--- src/rtl/ddr_csr_bank_dbuf.sv ---
// Generic DDR CSR bank: shadow/active config words, sticky W1C status,
// registered read response and frequency-switch commit handshake.
module ddr_csr_bank_dbuf #(
  parameter int AWIDTH  = 32,
  parameter int DWIDTH  = 32,
  parameter int NUM_CFG = 4,
  parameter int NUM_STA = 2,
  parameter logic [AWIDTH-1:0] BASE_ADDR = '0,
  parameter logic [NUM_CFG*DWIDTH-1:0] CFG_POR = '0,
  parameter logic [NUM_CFG*DWIDTH-1:0] CFG_MSK = '1,
  parameter logic [NUM_STA*DWIDTH-1:0] STA_STICKY = '0
) (
  input  logic                      i_hclk,
  input  logic                      i_hreset,
  input  logic                      i_write,
  input  logic                      i_read,
  input  logic [AWIDTH-1:0]         i_addr,
  input  logic [DWIDTH-1:0]         i_wdata,
  input  logic [DWIDTH/8-1:0]       i_wstrb,
  output logic                      o_ready,
  output logic                      o_rvalid,
  output logic [DWIDTH-1:0]         o_rdata,
  output logic                      o_error,
  output logic [NUM_CFG*DWIDTH-1:0] o_cfg,
  input  logic [NUM_STA*DWIDTH-1:0] i_sta,
  input  logic                      i_update,
  output logic                      o_update_ack,
  output logic                      o_pending
);

  localparam int SW   = DWIDTH / 8;
  localparam int IW   = AWIDTH - 2;
  localparam int CTRL = NUM_CFG + NUM_STA;
  localparam int NREG = CTRL + 1;
  localparam logic [NUM_CFG*DWIDTH-1:0] CFG_RST = CFG_POR & CFG_MSK;

  logic [NUM_CFG*DWIDTH-1:0] shd_q, shd_d, act_q, act_d;
  logic [NUM_STA*DWIDTH-1:0] sta_q, sta_d;
  logic                      auto_q, auto_d;
  logic                      pend_q, pend_d;
  logic                      rvalid_q, err_q, ack_q;
  logic [DWIDTH-1:0]         rdata_q, rdata_d;

  logic [DWIDTH-1:0] bm, w, clr;
  logic [IW-1:0]     idx;
  logic              req, bad, wr_ok, rd_ok, ctl_wr, commit;

  assign o_ready      = ~ack_q;
  assign o_rvalid     = rvalid_q;
  assign o_rdata      = rdata_q;
  assign o_error      = err_q;
  assign o_cfg        = act_q;
  assign o_update_ack = ack_q;
  assign o_pending    = pend_q;

  // BASE_ADDR is word aligned, so only the word index needs rebasing
  assign idx = i_addr[AWIDTH-1:2] - BASE_ADDR[AWIDTH-1:2];

  always_comb begin
    bm = '0;
    for (int b = 0; b < SW; b++) bm[b*8 +: 8] = {8{i_wstrb[b]}};
  end

  assign req   = o_ready & (i_read | i_write);
  assign bad   = (i_read & i_write) | (i_addr[1:0] != 2'b00)
               | (idx >= IW'(NREG)) | (i_write & (i_wstrb == '0));
  assign wr_ok = req & i_write & ~bad;
  assign rd_ok = req & i_read & ~bad;

  assign ctl_wr = wr_ok & (idx == IW'(CTRL)) & i_wstrb[0];
  // Auto 0->1 with a pending shadow counts as a commit request
  assign commit = pend_q & (i_update |
                  (ctl_wr & (i_wdata[2] | (i_wdata[0] & ~auto_q))));

  always_comb begin
    rdata_d = '0;
    if (rd_ok) begin
      for (int k = 0; k < NUM_CFG; k++)
        if (idx == IW'(k)) rdata_d = shd_q[k*DWIDTH +: DWIDTH];
      for (int j = 0; j < NUM_STA; j++)
        if (idx == IW'(NUM_CFG + j)) rdata_d = sta_q[j*DWIDTH +: DWIDTH];
      if (idx == IW'(CTRL)) rdata_d = DWIDTH'({pend_q, auto_q});
    end
  end

  always_comb begin
    shd_d  = shd_q;
    act_d  = commit ? shd_q : act_q;
    pend_d = commit ? 1'b0 : pend_q;
    auto_d = ctl_wr ? i_wdata[0] : auto_q;
    w      = '0;
    for (int k = 0; k < NUM_CFG; k++) begin
      if (wr_ok && idx == IW'(k)) begin
        w = ((shd_q[k*DWIDTH +: DWIDTH] & ~bm) | (i_wdata & bm))
          & CFG_MSK[k*DWIDTH +: DWIDTH];
        shd_d[k*DWIDTH +: DWIDTH] = w;
        if (auto_q) act_d[k*DWIDTH +: DWIDTH] = w;
        else        pend_d = 1'b1;
      end
    end
  end

  // Set wins over clear because i_sta is ORed in after the clear
  always_comb begin
    sta_d = '0;
    clr   = '0;
    for (int j = 0; j < NUM_STA; j++) begin
      clr = '0;
      if (wr_ok && idx == IW'(NUM_CFG + j))
        clr = i_wdata & bm & STA_STICKY[j*DWIDTH +: DWIDTH];
      sta_d[j*DWIDTH +: DWIDTH] =
        (sta_q[j*DWIDTH +: DWIDTH] & STA_STICKY[j*DWIDTH +: DWIDTH] & ~clr)
        | i_sta[j*DWIDTH +: DWIDTH];
    end
  end

  always_ff @(posedge i_hclk) begin
    if (i_hreset) begin
      shd_q    <= CFG_RST;
      act_q    <= CFG_RST;
      sta_q    <= '0;
      auto_q   <= 1'b1;
      pend_q   <= 1'b0;
      rvalid_q <= 1'b0;
      err_q    <= 1'b0;
      rdata_q  <= '0;
      ack_q    <= 1'b0;
    end else begin
      shd_q    <= shd_d;
      act_q    <= act_d;
      sta_q    <= sta_d;
      auto_q   <= auto_d;
      pend_q   <= pend_d;
      rvalid_q <= req;
      err_q    <= req & bad;
      rdata_q  <= rdata_d;
      ack_q    <= commit;
    end
  end

endmodule

--- config.mk ---
export PLATFORM = sky130hd
export DESIGN_NAME = ddr_csr_bank_dbuf
export DESIGN_NICKNAME = d
export VERILOG_FILES = /design/src/rtl/ddr_csr_bank_dbuf.sv
export SDC_FILE = /design/constraint.sdc
export NUM_CORES = 1
export LEC_CHECK = 0
export CELL_PAD_IN_SITES_DETAIL_PLACEMENT = 0
export CELL_PAD_IN_SITES_GLOBAL_PLACEMENT = 1
export CORE_UTILIZATION = 27
export CTS_BUF_LIST = sky130_fd_sc_hd__clkbuf_4
export DETAILED_ROUTE_END_ITERATION = 10
export PLACE_DENSITY_LB_ADDON = 0.1
export SLEW_MARGIN = 5
export SYNTH_ARGS = -nofsm -noshare
export SYNTH_HDL_FRONTEND = slang
export SYNTH_SLANG_ARGS = --single-unit
--- constraint.sdc ---
create_clock -name i_hclk -period 2.05 [get_ports i_hclk]
set_clock_uncertainty 0.05 [all_clocks]
set_input_delay 0.41 -clock i_hclk [delete_from_list [all_inputs] [get_ports i_hclk]]
set_output_delay 0.41 -clock i_hclk [all_outputs]
set_load 0.02 [all_outputs]
# Word-level counts from Yosys, hierarchy flattened
# Cells that the tools add are included.
[totals]
reg_bits = 357
wordCells = 87
inputBits = 137
output_inout_bits = 165
[classes]
n_eq_ne = 6
n_bitwise = 33
reduce_logical = 9
magnitude_cmp = 1
mux = 25
[op_table]
columns = ["operator", "n"]
rows = [
  ["32-bit two-way mux", 14],
  ["32-bit bitwise AND", 5],
  ["128-bit two-way mux", 1],
  ["32-bit OR", 4],
  ["30-bit by 3-bit == test with 1-bit output (second input constant)", 3],
  ["30-bit by 2-bit == test with 1-bit output (second input constant)", 2],
  ["32-bit NOT", 1],
  ["30-bit by 1-bit == test with 1-bit output (second input constant)", 1],
  ["30-bit by 3-bit greater-or-equal comparator with 1-bit output (second input constant)", 1],
  ["30-bit logical NOT", 1],
  ["1-bit bitwise AND", 13],
  ["1-bit two-way mux", 9],
  ["1-bit OR", 6],
  ["1-bit logical AND", 4],
  ["4-bit logical NOT", 1],
  ["1-bit NOT", 4],
  ["3-bit OR reduction", 1],
  ["2-bit two-way mux", 1],
  ["2-bit nonzero test", 1],
  ["2-bit OR reduction", 1],
]

# Logic depth before layout (Yosys ltp)
[logic_depth]
depth_word = 20
depth_mapped = 10
depth_no_buf = 6

# Least setup slack after synthesis
# No wires, ideal clock.
[synth_path]
kind = "input-to-reg"
start = "input i_addr[2]"
end = "register shd_q[31]"
required_ps = 1868
cell_stages = 10
path_slack_ps = -104
setup_time_ps = 132
n_path_buf = 4
arrival_time_ps = 1972
cell_sequence = "buf_6 > and3_1 > nor4_4 > and4bb_1 > buf_4 > buf_4 > buf_4 > nand3_1 > nand2_1 > a21oi_1"
[synth_between]
elab_chain_cells = 6
word_cells_on_any_way = 7
classes_between = "1 x order compare; 4 x bitwise; 2 x reduce/logical"
[synth_rtl]
columns = ["element", "line", "rtl"]
rows = [
  ["from (decl)", "17", "input logic [AWIDTH-1:0] i_addr,"],
  ["30-bit by 3-bit greater-or-equal comparator with 1-bit output", "66", "| (idx >= IW'(NREG)) | (i_write & (i_wstrb == '0));"],
  ["1-bit OR (2 in series)", "66", ""],
  ["1-bit NOT", "67", "assign wr_ok = req & i_write & ~bad;"],
  ["1-bit bitwise AND", "67", ""],
  ["1-bit logical AND *", "93", "if (wr_ok && idx == IW'(k)) begin"],
  ["to (signal assigned)", "119", "shd_q <= CFG_RST;"],
  ["to (signal assigned)", "129", "shd_q <= shd_d;"],
  ["to (decl)", "37", "logic [NUM_CFG*DWIDTH-1:0] shd_q, shd_d, act_q, act_d;"],
]
# Mark *: on every way between the ends. The rest lies on a longest branch, timed or not.
# A chain may end at the register's enable or synchronous reset.

# Worst setup path after layout
[layout_path]
start = "input i_wstrb[1]"
end = "register act_q[19] (netlist: o_cfg[19])"
[layout_between]
elab_chain_cells = 13
word_cells_on_any_way = 14
classes_between = "3 x mux; 9 x bitwise; 2 x reduce/logical"
[layout_rtl]
columns = ["element", "line", "rtl"]
rows = [
  ["from (decl)", "19", "input logic [DWIDTH/8-1:0] i_wstrb,"],
  ["4-bit logical NOT *", "66", ""],
  ["1-bit bitwise AND *", "66", ""],
  ["1-bit OR *", "66", ""],
  ["1-bit NOT *", "67", ""],
  ["1-bit bitwise AND *", "67", ""],
  ["1-bit bitwise AND (2 in series)", "70", "assign ctl_wr = wr_ok & (idx == IW'(CTRL)) & i_wstrb[0];"],
  ["1-bit bitwise AND", "73", "(ctl_wr & (i_wdata[2] | (i_wdata[0] & ~auto_q))));"],
  ["1-bit OR", "72", "assign commit = pend_q & (i_update |"],
  ["1-bit bitwise AND", "72", ""],
  ["128-bit two-way mux", "88", "act_d = commit ? shd_q : act_q;"],
  ["32-bit two-way mux", "97", "if (auto_q) act_d[k*DWIDTH +: DWIDTH] = w;"],
  ["32-bit two-way mux *", "93", ""],
  ["to (signal assigned)", "130", "act_q <= act_d;"],
  ["to (decl)", "37", ""],
]
# Marks and branches as above.

==> results.md <==
* Outcome: finished with violations
* Violated checks: setup timing
* Top cells by area, synth: dfxtp_1 (45%), nand2_1 (13%), a311oi_1 (5.8%)
* Die Area at 0.05976 mm²
* GR Util All Layers at between 20% and 30%
* Synth warnings at 0
* Asr flop ratio synth at 0%
* Synth top cells by count: nand2_1 (530), dfxtp_1 (357), nor2_1 (168)
* Actual slew at the worst max-slew pin at around 0.56 ns
* CTS tree: yes
* Final setup violation count at 113
* Global route total overflow at 0
* Post-DR wirelength/cell at 19.22 µm
* Final setup margin at -0.08892 ns
* P_int at 11.15 mW
* Pwr Total at 14.94 mW
* CP Cell Sequence: clkdlybuf4s50_1, buf_12, nor4_2, buf_4, nor4b_4, buf_4, and4_4, a22o_4, buf_12, clkbuf_16, nand2_1, a311oi_1
* Max-Cap Viols at 0
* Critical Path Sink Type: flop
* Synth top area share at 45.03%
* Root Driver: clkbuf_4
* Worst IR Drop VDD at 0.0003692 V
* #FFs+latches synth at 357
* Critical path data arrival time at 2.81 ns
* Switch share at about 25%
* Most frequent cell after synthesis: nand2_1
* Req. time, crit path at 2.72 ns
* Number of global-route vias before repair at 15440
* Iteration-0 DRC Markers at 769
* Synth unique cells at 42
* Port Buf Inserts at 301
* Final routed DRC violation total at 0
* Flop pwr share at 47.0%
* Area Overhead vs Synth at 42.55%
* Period utilization at 104.3%
* Syn nets at 2139
* Synth area leader: dfxtp_1
* Die Height at around 240 µm
* Placement row count at 88
* CP peak stage delay at 0.51 ns
* Detailed-route via count at 15700
* DPL Wire Length at ~42 mm
* Slew Limit Fails at 0
* Crit path max-delay family: buffers and inverters
* Worst-path clk slew at 0.06 ns
* ANT nets after route at 0
* Ratio of cells with drive above 1 in the final layout at a little under a quarter
* Initial antenna violation count at 8
* Startpoint Class: input pin
* Hold Vio Cnt, Final at 0
* Buf+Inv Stages, Crit Path at 6
* Sink Count at 357
* Post-synth EDFFs at 0
* Mapped Avg Cell Area at approximately 7.9 µm²
* Largest net degree at the start of global routing at 103
* Filler cells at approximately 6000
* Clock Latency Late Sink at 0.86 ns
* Main synth FF type: dfxtp_1
* Die X at 244.5 µm
* H-Tree Level Count at 3
* Sequential share of the synthesized area at 45.03%
* Via density at 4.758
* Mapped Area at ~0.016 mm²
* Fin nets at between 2000 and 3000
* Crit Path Class: in -> reg
* Io pins at 302
* Leak pwr at a little over 8 nW
* Clock share of power at 46.2%
* Min Hold Slack at 0.1016 ns
* Initial Utilization at 27.40%
* Relative slew slack at 62.44%
* Routed WL at 63.43 mm
* Pwr per Cell Area at 660.2 mW/mm²
* Minimum clock period at 2.139 ns
* Pre-antenna DRT Iters at 5
* NetSw at between 3 and 4 mW
* GPL Wtd Cong at 0.8103
* First-pass GRT wire length at 95.60 mm
* RSZ-0062 raised after global routing: true
* Cts bufs inserted at 105
* Fmax achieved at around 470 MHz
* Synthesized instance count at between 2000 and 2500
* Core Box Area at 0.05792 mm²
* Worst Hold Class: in -> reg
* Crit-path max FO at 15
* Comb pwr share at 6.8%
* Crit-path slowest cell: clkdlybuf4s50_1
* CTS max path bufs at 3
[path summary, 6_finish.rpt]
path                                               from                endpoint  slack, ns  cells after the start
worst min register to register     sta_q[52]$_SDFF_PP0_  o_rdata[20]$_SDFF_PP0_       0.42                      2
worst max register to register  o_update_ack$_SDFF_PP0_    o_cfg[19]$_SDFF_PP0_          0                      8
worst max-delay path                         i_wstrb[1]    o_cfg[19]$_SDFF_PP0_      -0.09                     12
worst min-delay path                          i_sta[33]    sta_q[33]$_SDFF_PP0_       0.10                      2
[area by class of cell]
class	count	area (µm²)	area share, %
Timing Repair Buffer	504	4857	21.47
Sequential cell	357	7161	31.65
Tap cell	765	957.2	4.231
Inverter	123	461.7	2.041
Clock inverter	26	171.4	0.7577
Antenna cell	8	20.02	0.08849
Multi-Input combinational cell	1364	7848	34.69
Clock buffer	153	1149	5.077
[through the flow]
step	worst slack (ns)	setup TNS, ns	cells	utilization, %	instance area, µm²
finish	-0.08892	-4.977	3300	39.06	22620
global route	-0.07209	-2.974	3298	39.06	22620
CTS	-0.06042	-0.07365	3286	39.11	22650
detailed placement	-0.9086	-233.99	3043	35.85	20760
global placement	-0.8571	-225.54	3043	35.85	20760
floorplan	-0.03082	-2.333	2002	-	16010
[sequential cells by signal, indices dropped and copies added, names as in the netlist]
register and flops:
shd_q 128, sta_q 64, o_update_ack 1, o_error 1, o_rdata 32, o_pending 1, o_rvalid 1, auto_q 1
o_cfg 128
[layer usage]
metal	wire length [µm]	track usage (%)
met1	29700	28.21
met2	29040	33.28
met3	3436	4.554
met4	1232	6.085
met5	13	0
[cells in the final DEF (no fill, tap or decap), types with 3 or more instances in the layout]
cell,instances
nand2b_1,10
clkbuf_4,154
o22ai_1,32
a31oi_1,3
and3b_1,7
clkdlybuf4s15_2,41
mux4_2,30
clkinv_1,19
clkbuf_16,3
clkdlybuf4s15_1,17
inv_1,122
a311oi_2,56
buf_2,57
dfxtp_2,8
dlygate4sd2_1,3
nor4_1,7
dlygate4sd3_1,58
buf_12,42
o21ai_0,125
buf_6,6
a311oi_1,79
buf_4,97
diode_2,8
nor2b_1,97
nand3_2,7
nand2_1,530
inv_6,3
a21oi_1,121
and2_1,3
dfxtp_1,348
nand3_1,12
clkdlybuf4s50_1,130
nor3_1,30
clkbuf_2,45
mux2i_1,5
and3_1,17
nor2_1,168
[kinds of logic after synthesis]
logic type | Yosys count | synth area share [%]
AO/OA/AOI/OAI | 424 | 18.27
multiplexers | 35 | 4.572
flip-flops | 357 | 45.03
buffers and inverters | 281 | 7.205
AND/OR/NAND/NOR | 905 | 24.93
[worst register-to-register path, cell delays in order (launching register included)]
cell and delay (ns):
dfxtp_4 0.36, nor4b_4 0.25, buf_4 0.16, and4_4 0.23
a22o_4 0.17, buf_12 0.16, clkbuf_16 0.20, nand2_1 0.06
a311oi_1 0.27
[repair_timing]
item	in CTS	in global routing
setup buffers	5	3
endpoints found under the setup margin	258	189
hold buffers	58	0
pin swaps	2	20
gates resized for setup	477	120
cloned	1	3
hold endpoints to repair	88	0
[power by group through the flow]
stage | Clock, mW | Combinational (mW) | Sequential, mW
5_1_grt | 7.57 | 1.10 | 7.02
6_report | 6.89 | 1.02 | 7.02
3_5_place_dp | 0 | 0.929 | 7.18
2_1_floorplan | 0 | 0.380 | 7.18
4_1_cts | 7.16 | 1.03 | 7.02
3_3_place_gp | 0 | 0.930 | 7.18
(Power assumes the default switching activity.)
